## src/rtl/divider_restored.sv

```systemverilog
// Sequential unsigned restoring divider: one shift-and-subtract step per clock.
// Optional build macro DIV_ZERO_DETECT_EN short-circuits B==0 straight to completion.
module divider_restored #(
  parameter int tamano = 8
) (
  input  logic              CLOCK,
  input  logic              RESET,
  input  logic              START,
  input  logic [tamano-1:0] A,
  input  logic [tamano-1:0] B,
  output logic [tamano-1:0] Q,
  output logic [tamano-1:0] R,
  output logic              END_DIV,
  output logic              BUSY,
  output logic              DIV_BY_ZERO
);

  localparam int CW = $clog2(tamano + 1);

  typedef enum logic [1:0] {IDLE, ITER, DONE} state_t;

  state_t            state_q, state_d;
  logic [tamano:0]   p_q, p_d;
  logic [tamano-1:0] x_q, x_d;
  logic [tamano-1:0] m_q, m_d;
  logic [CW-1:0]     cnt_q, cnt_d;
  logic [tamano-1:0] q_q, q_d;
  logic [tamano-1:0] r_q, r_d;
  logic              end_q, end_d;
  logic              busy_q, busy_d;
  logic [tamano:0]   p_sh, t;
  logic [tamano-1:0] x_sh;
`ifdef DIV_ZERO_DETECT_EN
  logic              dbz_q, dbz_d;
`endif

  always_comb begin
    state_d = state_q;
    p_d     = p_q;
    x_d     = x_q;
    m_d     = m_q;
    cnt_d   = cnt_q;
    q_d     = q_q;
    r_d     = r_q;
    end_d   = 1'b0;
    busy_d  = 1'b0;
`ifdef DIV_ZERO_DETECT_EN
    dbz_d   = 1'b0;
`endif
    p_sh = {p_q[tamano-1:0], x_q[tamano-1]};
    x_sh = {x_q[tamano-2:0], 1'b0};
    t    = p_sh - {1'b0, m_q};

    case (state_q)
      IDLE: begin
        busy_d = START;
        if (START) begin
          x_d     = A;
          m_d     = B;
          p_d     = '0;
          cnt_d   = CW'(tamano);
          state_d = ITER;
`ifdef DIV_ZERO_DETECT_EN
          if (B == '0) begin
            q_d     = '1;
            r_d     = A;
            state_d = DONE;
          end
`endif
        end
      end
      ITER: begin
        busy_d = 1'b1;
        // A borrow out of the tamano+1 bit difference means the divisor did not fit: keep the shifted remainder.
        if (!t[tamano]) begin
          p_d = t;
          x_d = x_sh | {{(tamano-1){1'b0}}, 1'b1};
        end else begin
          p_d = p_sh;
          x_d = x_sh;
        end
        cnt_d = cnt_q - CW'(1);
        if (cnt_q == CW'(1)) begin
          q_d     = x_d;
          r_d     = p_d[tamano-1:0];
          state_d = DONE;
        end
      end
      DONE: begin
        busy_d  = 1'b1;
        end_d   = 1'b1;
`ifdef DIV_ZERO_DETECT_EN
        dbz_d   = (m_q == '0);
`endif
        state_d = IDLE;
      end
      default: state_d = IDLE;
    endcase
  end

  always_ff @(posedge CLOCK) begin
    if (RESET) begin
      state_q <= IDLE;
      p_q     <= '0;
      x_q     <= '0;
      m_q     <= '0;
      cnt_q   <= '0;
      q_q     <= '0;
      r_q     <= '0;
      end_q   <= 1'b0;
      busy_q  <= 1'b0;
`ifdef DIV_ZERO_DETECT_EN
      dbz_q   <= 1'b0;
`endif
    end else begin
      state_q <= state_d;
      p_q     <= p_d;
      x_q     <= x_d;
      m_q     <= m_d;
      cnt_q   <= cnt_d;
      q_q     <= q_d;
      r_q     <= r_d;
      end_q   <= end_d;
      busy_q  <= busy_d;
`ifdef DIV_ZERO_DETECT_EN
      dbz_q   <= dbz_d;
`endif
    end
  end

  assign Q       = q_q;
  assign R       = r_q;
  assign END_DIV = end_q;
  assign BUSY    = busy_q;
`ifdef DIV_ZERO_DETECT_EN
  assign DIV_BY_ZERO = dbz_q;
`else
  assign DIV_BY_ZERO = 1'b0;
`endif

endmodule

```

## config.mk

```make
export PLATFORM = sky130hd
export DESIGN_NAME = divider_restored
export DESIGN_NICKNAME = d
export VERILOG_FILES = /design/src/rtl/divider_restored.sv
export SDC_FILE = /design/constraint.sdc
export NUM_CORES = 1
export LEC_CHECK = 0
export CORE_ASPECT_RATIO = 1.5
export CORE_MARGIN = 1.5
export CORE_UTILIZATION = 53
export DETAILED_ROUTE_END_ITERATION = 6
export PLACE_DENSITY = 0.79
export RECOVER_POWER = 100
export SYNTH_ARGS = -nofsm -noshare
export SYNTH_HDL_FRONTEND = slang
export SYNTH_SLANG_ARGS = --single-unit
export TNS_END_PERCENT = 5
```

## constraint.sdc

```tcl
create_clock -name CLOCK -period 3.2 [get_ports CLOCK]
set_clock_uncertainty 0.1 [all_clocks]
set_input_delay 0.64 -clock CLOCK [delete_from_list [all_inputs] [get_ports CLOCK]]
set_output_delay 0.64 -clock CLOCK [all_outputs]
set_load 0.01 [all_outputs]
```

==> impl_metrics.json <==
{
  "avgSynthCellArea_um2": 8.492,
  "n_antenna_cell": 0,
  "finalHoldViolCount": 0,
  "synth.distinct_cells": 50,
  "cap_violations": 0,
  "wire_per_inst_um": 14.61,
  "seq_area_frac_synth": 0.3943,
  "dp.cells": 360,
  "end_kind": "register",
  "post_cts_resized": 0,
  "crit_type": "reg2reg",
  "power_density_nw_per_um2": 489.7,
  "io_pins": 38,
  "critPathTopFamily": "compound AO/OA/AOI/OAI gates",
  "slew-limit-headroom": 0.2812,
  "synth.area.top_cells": "dfxtp_1 39%, nand2_1 7.2%, ha_1 7.2%, mux2i_1 5.3%, a21oi_1 4.9%",
  "async_flop_share": 0,
  "synth_edf_count": 0,
  "fmax_mhz": 360.3,
  "setup_violations": 0,
  "wl_mm": 5.378,
  "die_w_um": 58.37,
  "finalCritPeriodShare": 0.8673,
  "fin_nets": 353,
  "ant_nets": 0,
  "cts_hold_buf": 0,
  "io_buffers": 36,
  "drt_iter0_markers": 55,
  "die_y_um": 86.06,
  "drc": 0,
  "num_vias": 2127,
  "grt_pass1_wl_mm": 9.252,
  "syn-cell-area_um2": 2437,
  "grt.total_usage": 0.2363,
  "finalPower_uw": 1407,
  "slowest_stage": "or4_1",
  "grt_pass1_vias": 2074,
  "dp_hpwl_mm": 3.981,
  "htreeDepth": 2,
  "finalNonFillerCells": 368,
  "synth_commonest_cells": "48 x dfxtp_1, 47 x nand2_1, 27 x nor2_1",
  "rows": 30,
  "synth_flop_cell": "dfxtp_1",
  "cp.required_ps": 3310,
  "start_util": 0.5457,
  "post_cts.repair.setup_buffers": 0,
  "rsz0062_at_grt": "false",
  "synth_cells": 287,
  "ir_worst_vdd_uv": 300.8,
  "cts_root_buf": "clkbuf_8",
  "core_um2": 4467,
  "tns_ps": 0,
  "synth_top_cell_by_area": "dfxtp_1",
  "max_stage_delay_ps": 570,
  "cts_tree": "yes",
  "clockBufferDepth": 2,
  "yosysWarnings": 0,
  "status": "finished clean",
  "fin_crit_ps": 2775,
  "worst_setup_path_start_kind": "register",
  "gr-total-overflow": 0,
  "gp_congestion": 0.8926,
  "critPathArrivalTime_ps": 2880,
  "p_leak_uw": 0.001135,
  "synth_top_area_frac": 0.3943,
  "die_area_um2": 5023,
  "drv_slew": 0,
  "cp_common_cell": "inv_1",
  "synth_seq_cells": 48,
  "antenna_found_initial": 0,
  "hold_path.class": "reg2reg",
  "cp_max_fo": 10,
  "path_cells": "inv_1 > ha_1 > inv_1 > fa_1 > a211oi_4 > o211a_2 > o211ai_1 > or4_1 > o311ai_0",
  "grt_max_degree": 21,
  "yosysMostFrequentCell": "dfxtp_1",
  "path_buf_inv": 2,
  "final_layout_size_suffix_gt1_frac": 0.04063,
  "fillCellCount": 396,
  "cts_buffers": 5,
  "syn_to_final_growth_pct": 17.92,
  "firstDrtPassIters": 4,
  "insertion_delay_ps": 300,
  "synth_fp_nets": 321,
  "tightest_slew_ps": 1078,
  "clk_pin_slew_ps": 90,
  "clock_sinks": 48,
  "vias_per_cell": 5.780
}
## cells in the final DEF, fill, tap and decap left out, types with 2 or more instances in the layout
| cell | netlist | final |
|---|---|---|
| a211oi_1 | 15 | 15 |
| a21oi_1 | 24 | 24 |
| a22oi_1 | 2 | 2 |
| and2_0 | 0 | 2 |
| and2_1 | 4 | 2 |
| buf_4 | 1 | 2 |
| clkbuf_1 | 9 | 4 |
| clkbuf_8 | 0 | 5 |
| clkdlybuf4s50_1 | 0 | 16 |
| dfxtp_1 | 48 | 48 |
| dlygate4sd3_1 | 0 | 20 |
| ha_1 | 14 | 14 |
| inv_1 | 16 | 16 |
| mux2i_1 | 13 | 13 |
| nand2_1 | 47 | 47 |
| nand2b_1 | 4 | 4 |
| nand3_1 | 4 | 4 |
| nor2_1 | 27 | 27 |
| nor2b_1 | 3 | 3 |
| nor3_1 | 4 | 4 |
| o211ai_1 | 1 | 2 |
| o211ai_2 | 2 | 2 |
| o21a_1 | 2 | 2 |
| o21ai_0 | 7 | 11 |
| or4_1 | 2 | 2 |
| xor2_1 | 4 | 4 |
## worst register-to-register path: stages (launching register included)
cell and delay (ps):
dfxtp_1 320, inv_1 80, ha_1 160, inv_1 50
fa_1 430, a211oi_4 300, o211a_2 240, o211ai_1 310
or4_1 570, o311ai_0 100
## sequential cells by signal, summed over array words and instances, names as in the netlist
signal and cells:
BUSY 1, x_q 8, cnt_q 4, m_q 8, Q 8, R 8
p_q 8, state_q 2, END_DIV 1
## cell families (layout without fill, tap and decap cells)
family                   count (synthesis)  count (layout)  share of synthesized area
AO/OA/AOI/OAI                           76              76                     0.2264
XOR/XNOR                                 5               5                    0.01797
adder cells (fa/ha/maj)                 15              15                    0.08008
buffers and inverters                   31              64                    0.05339
flip-flops                              48              48                     0.3942
multiplexers                            13              13                    0.05339
other                                    1               1                   0.001539
AND/OR/NAND/NOR                         98              98                     0.1730
## through the flow
stage / area (um^2) / hold WS (ps) / setup slack, ps / utilization
2_1_floorplan: 2437 / 336.3 / 839.2 / -
3_3_place_gp: 2818 / 344.8 / 639.3 / 0.6308
3_5_place_dp: 2818 / 347.4 / 570.0 / 0.6308
4_1_cts: 2903 / 359.2 / 541.0 / 0.6499
5_1_grt: 2874 / 379.5 / 250.0 / 0.6434
6_report: 2874 / 355.8 / 424.7 / 0.6434
## power breakdown
| part | switching, uW | internal (uW) | total (uW) |
|---|---|---|---|
| Clock | 200 | 156 | 356 |
| Sequential | 28.5 | 635 | 663 |
| Combinational | 226 | 162 | 388 |
| Total | 454 | 953 | 1410 |
## worst paths after layout
check,start,cells past startpoint,slack [ps],to
setup reg to reg,x_q[7]$_SDFFE_PP0P_,9,420,R[2]$_SDFFE_PP0P_
hold / removal,Q[0]$_SDFFE_PP0P_,2,360,Q[0]$_SDFFE_PP0P_
setup / recovery,x_q[7]$_SDFFE_PP0P_,9,420,R[2]$_SDFFE_PP0P_
hold reg to reg,Q[0]$_SDFFE_PP0P_,2,360,Q[0]$_SDFFE_PP0P_
## per-layer routing
metal  track usage  routed length (um)
met1        0.2707                2238
met2        0.4198                2887
met3       0.03620                  98
met4        0.1057                 154
met5             0                   0
## final cells by class
cell class              instances  area [um^2]  share of cell area
flip-flops and latches         48        960.9              0.3343
clock inverters                 1        8.758            0.003047
well taps                      48        60.06             0.02090
inverters                      16        60.06             0.02090
repair buffers                 40        382.9              0.1332
multi-input cells             208         1325              0.4610
clock buffers                   7        76.32             0.02656
(Power assumes the default switching activity.)
==> RTL change: new RTL, same settings <==
Re-encode `state_t` (3 states) as one-hot, 3 bits wide.
--- a/src/rtl/divider_restored.sv
+++ b/src/rtl/divider_restored.sv
@@ -17,7 +17,7 @@
 
   localparam int CW = $clog2(tamano + 1);
 
-  typedef enum logic [1:0] {IDLE, ITER, DONE} state_t;
+  typedef enum logic [2:0] {IDLE = 3'b001, ITER = 3'b010, DONE = 3'b100} state_t;
 
   state_t            state_q, state_d;
   logic [tamano:0]   p_q, p_d;
Behaviour: same outputs for any inputs over 10 cycles, from zero or initial values and one cycle with RESET high; not proved beyond that.
==> RTL change against the unedited design <==
Setup slack better by 0.062 ns; die area is 3.1% lower; critical endpoint is now R[0]; synthesized area is 3.2% lower; sequential power is 3.2% lower; wire length is 2.3% lower; sequential cell count is 1 higher; largest power group unchanged; cell area is 2.0% lower; total power is 11% lower; first-iteration DRC count is 27% higher.
==> RTL change: results (changes against the unedited design) <==
\begin{tabular}{lr}
\hline
Metric & Value \\
\hline
\multicolumn{2}{l}{\textbf{Detailed routing}} \\
\quad Sum of met2 wire segment lengths after detailed routing & 2.871 mm (was 2.887 mm) \\
\quad DR vias & 2104 (was 2127) \\
\quad Number of DRC violations after detailed-routing iteration 0 & 70 (was 55) \\
\quad Pre-antenna DRT Iters & 6 (was 4) \\
\quad Via-to-Cell Ratio & 5.812 (was 5.780) \\
\multicolumn{2}{l}{\textbf{Placed design}} \\
\quad Post-place instance area & 0.002754 mm2 (was 0.002818 mm2) \\
\quad Post-detail-place hpwl & 3.949 mm (was 3.981 mm) \\
\quad Count of placed standard cells including taps & 354 (was 360) \\
\multicolumn{2}{l}{\textbf{Synthesis}} \\
\quad Post-synth cell types & 46 (was 50) \\
\quad Post-synthesis sequential area ratio & 41.59\% (was 39.43\%) \\
\quad Adder-Cell Fraction of Synth Area & 6.154\% (was 8.008\%) \\
\quad Cell types with the highest counts after synthesis & 49 x sky130\_fd\_sc\_hd\_\_dfxtp\_1, 49 x sky130\_fd\_sc\_hd\_\_nand2\_1, 32 x sky130\_fd\_sc\_hd\_\_nor2\_1 (was 48 x sky130\_fd\_sc\_hd\_\_dfxtp\_1, 47 x sky130\_fd\_sc\_hd\_\_nand2\_1, 27 x sky130\_fd\_sc\_hd\_\_nor2\_1) \\
\quad Mux contribution to synthesized area & 2.122\% (was 5.339\%) \\
\multicolumn{2}{l}{\textbf{Run status}} \\
\quad Result of the run & finished, final reports clean (unchanged) \\
\multicolumn{2}{l}{\textbf{Global route}} \\
\quad Met1 track demand over resource in global routing & 25.24\% (was 27.07\%) \\
\quad All-layer global routing usage & 23.01\% (was 23.63\%) \\
\multicolumn{2}{l}{\textbf{Setup path}} \\
\quad Critical register-to-register path endpoint & R[0] (was R[2]) \\
\quad Crit-path max cell delay & 0.50 ns (was 0.57 ns) \\
\quad Maximum net fanout on the critical path & 4 (was 10) \\
\multicolumn{2}{l}{\textbf{Power}} \\
\quad Standby leakage power & 1.109 nW (was 1.135 nW) \\
\hline
\end{tabular}
==> RTL change: logic make-up after synthesis <==
group / count (synthesis)
simple gates: 109
compound gates: 73
flops: 49
buf+inv: 28
fa+ha+maj: 11
mux: 5
xor+xnor: 4
other cells: 1
==> RTL change: through the flow <==
stage | hold slack (ns) | worst slack, ns | total power, mW
6_report | 0.3593 | 0.4864 | 1.252
3_3_place_gp | 0.3439 | 0.8092 | 0.9027
2_1_floorplan | 0.3363 | 0.8732 | 0.8469
3_5_place_dp | 0.3483 | 0.7317 | 0.9091
5_1_grt | 0.3733 | 0.3330 | 1.313
4_1_cts | 0.3615 | 0.6911 | 1.268
==> RTL change: worst min-delay path by stage <==
stage | start | endpoint | slack, ns | cells past startpoint
after floorplan | m_q[1] | m_q[1] | 0.34 | 2
after global placement | m_q[4] | m_q[4] | 0.34 | 2
after detailed placement | m_q[4] | m_q[4] | 0.35 | 2
after CTS | m_q[4] | m_q[4] | 0.36 | 2
after global routing | Q[3] | Q[3] | 0.37 | 2
final | m_q[1] | m_q[1] | 0.36 | 2
==> RTL change: critical path: cells and delay by family (launching register included) <==
family	cells	cell delay, ns
AOI/OAI and AO/OA	5	1.50
adders and majority gates	2	0.58
DFF	1	0.32
buffers and inverters	2	0.15
==> RTL change: where the power goes <==
| part | internal (mW) | switching (mW) |
|---|---|---|
| combinational | 0.106 | 0.141 |
| clock | 0.156 | 0.207 |
| sequential | 0.630 | 0.0124 |
| total | 0.891 | 0.360 |
==> RTL change: cell type report <==
class	instances	area, um2	area share, %
clock buffer	6	72.57	2.578
clock inverter	2	13.76	0.4889
inverter	14	52.55	1.867
multi-input combinational	203	1240	44.04
sequential	49	980.9	34.84
tap	46	57.56	2.044
timing repair buffer	42	397.9	14.13
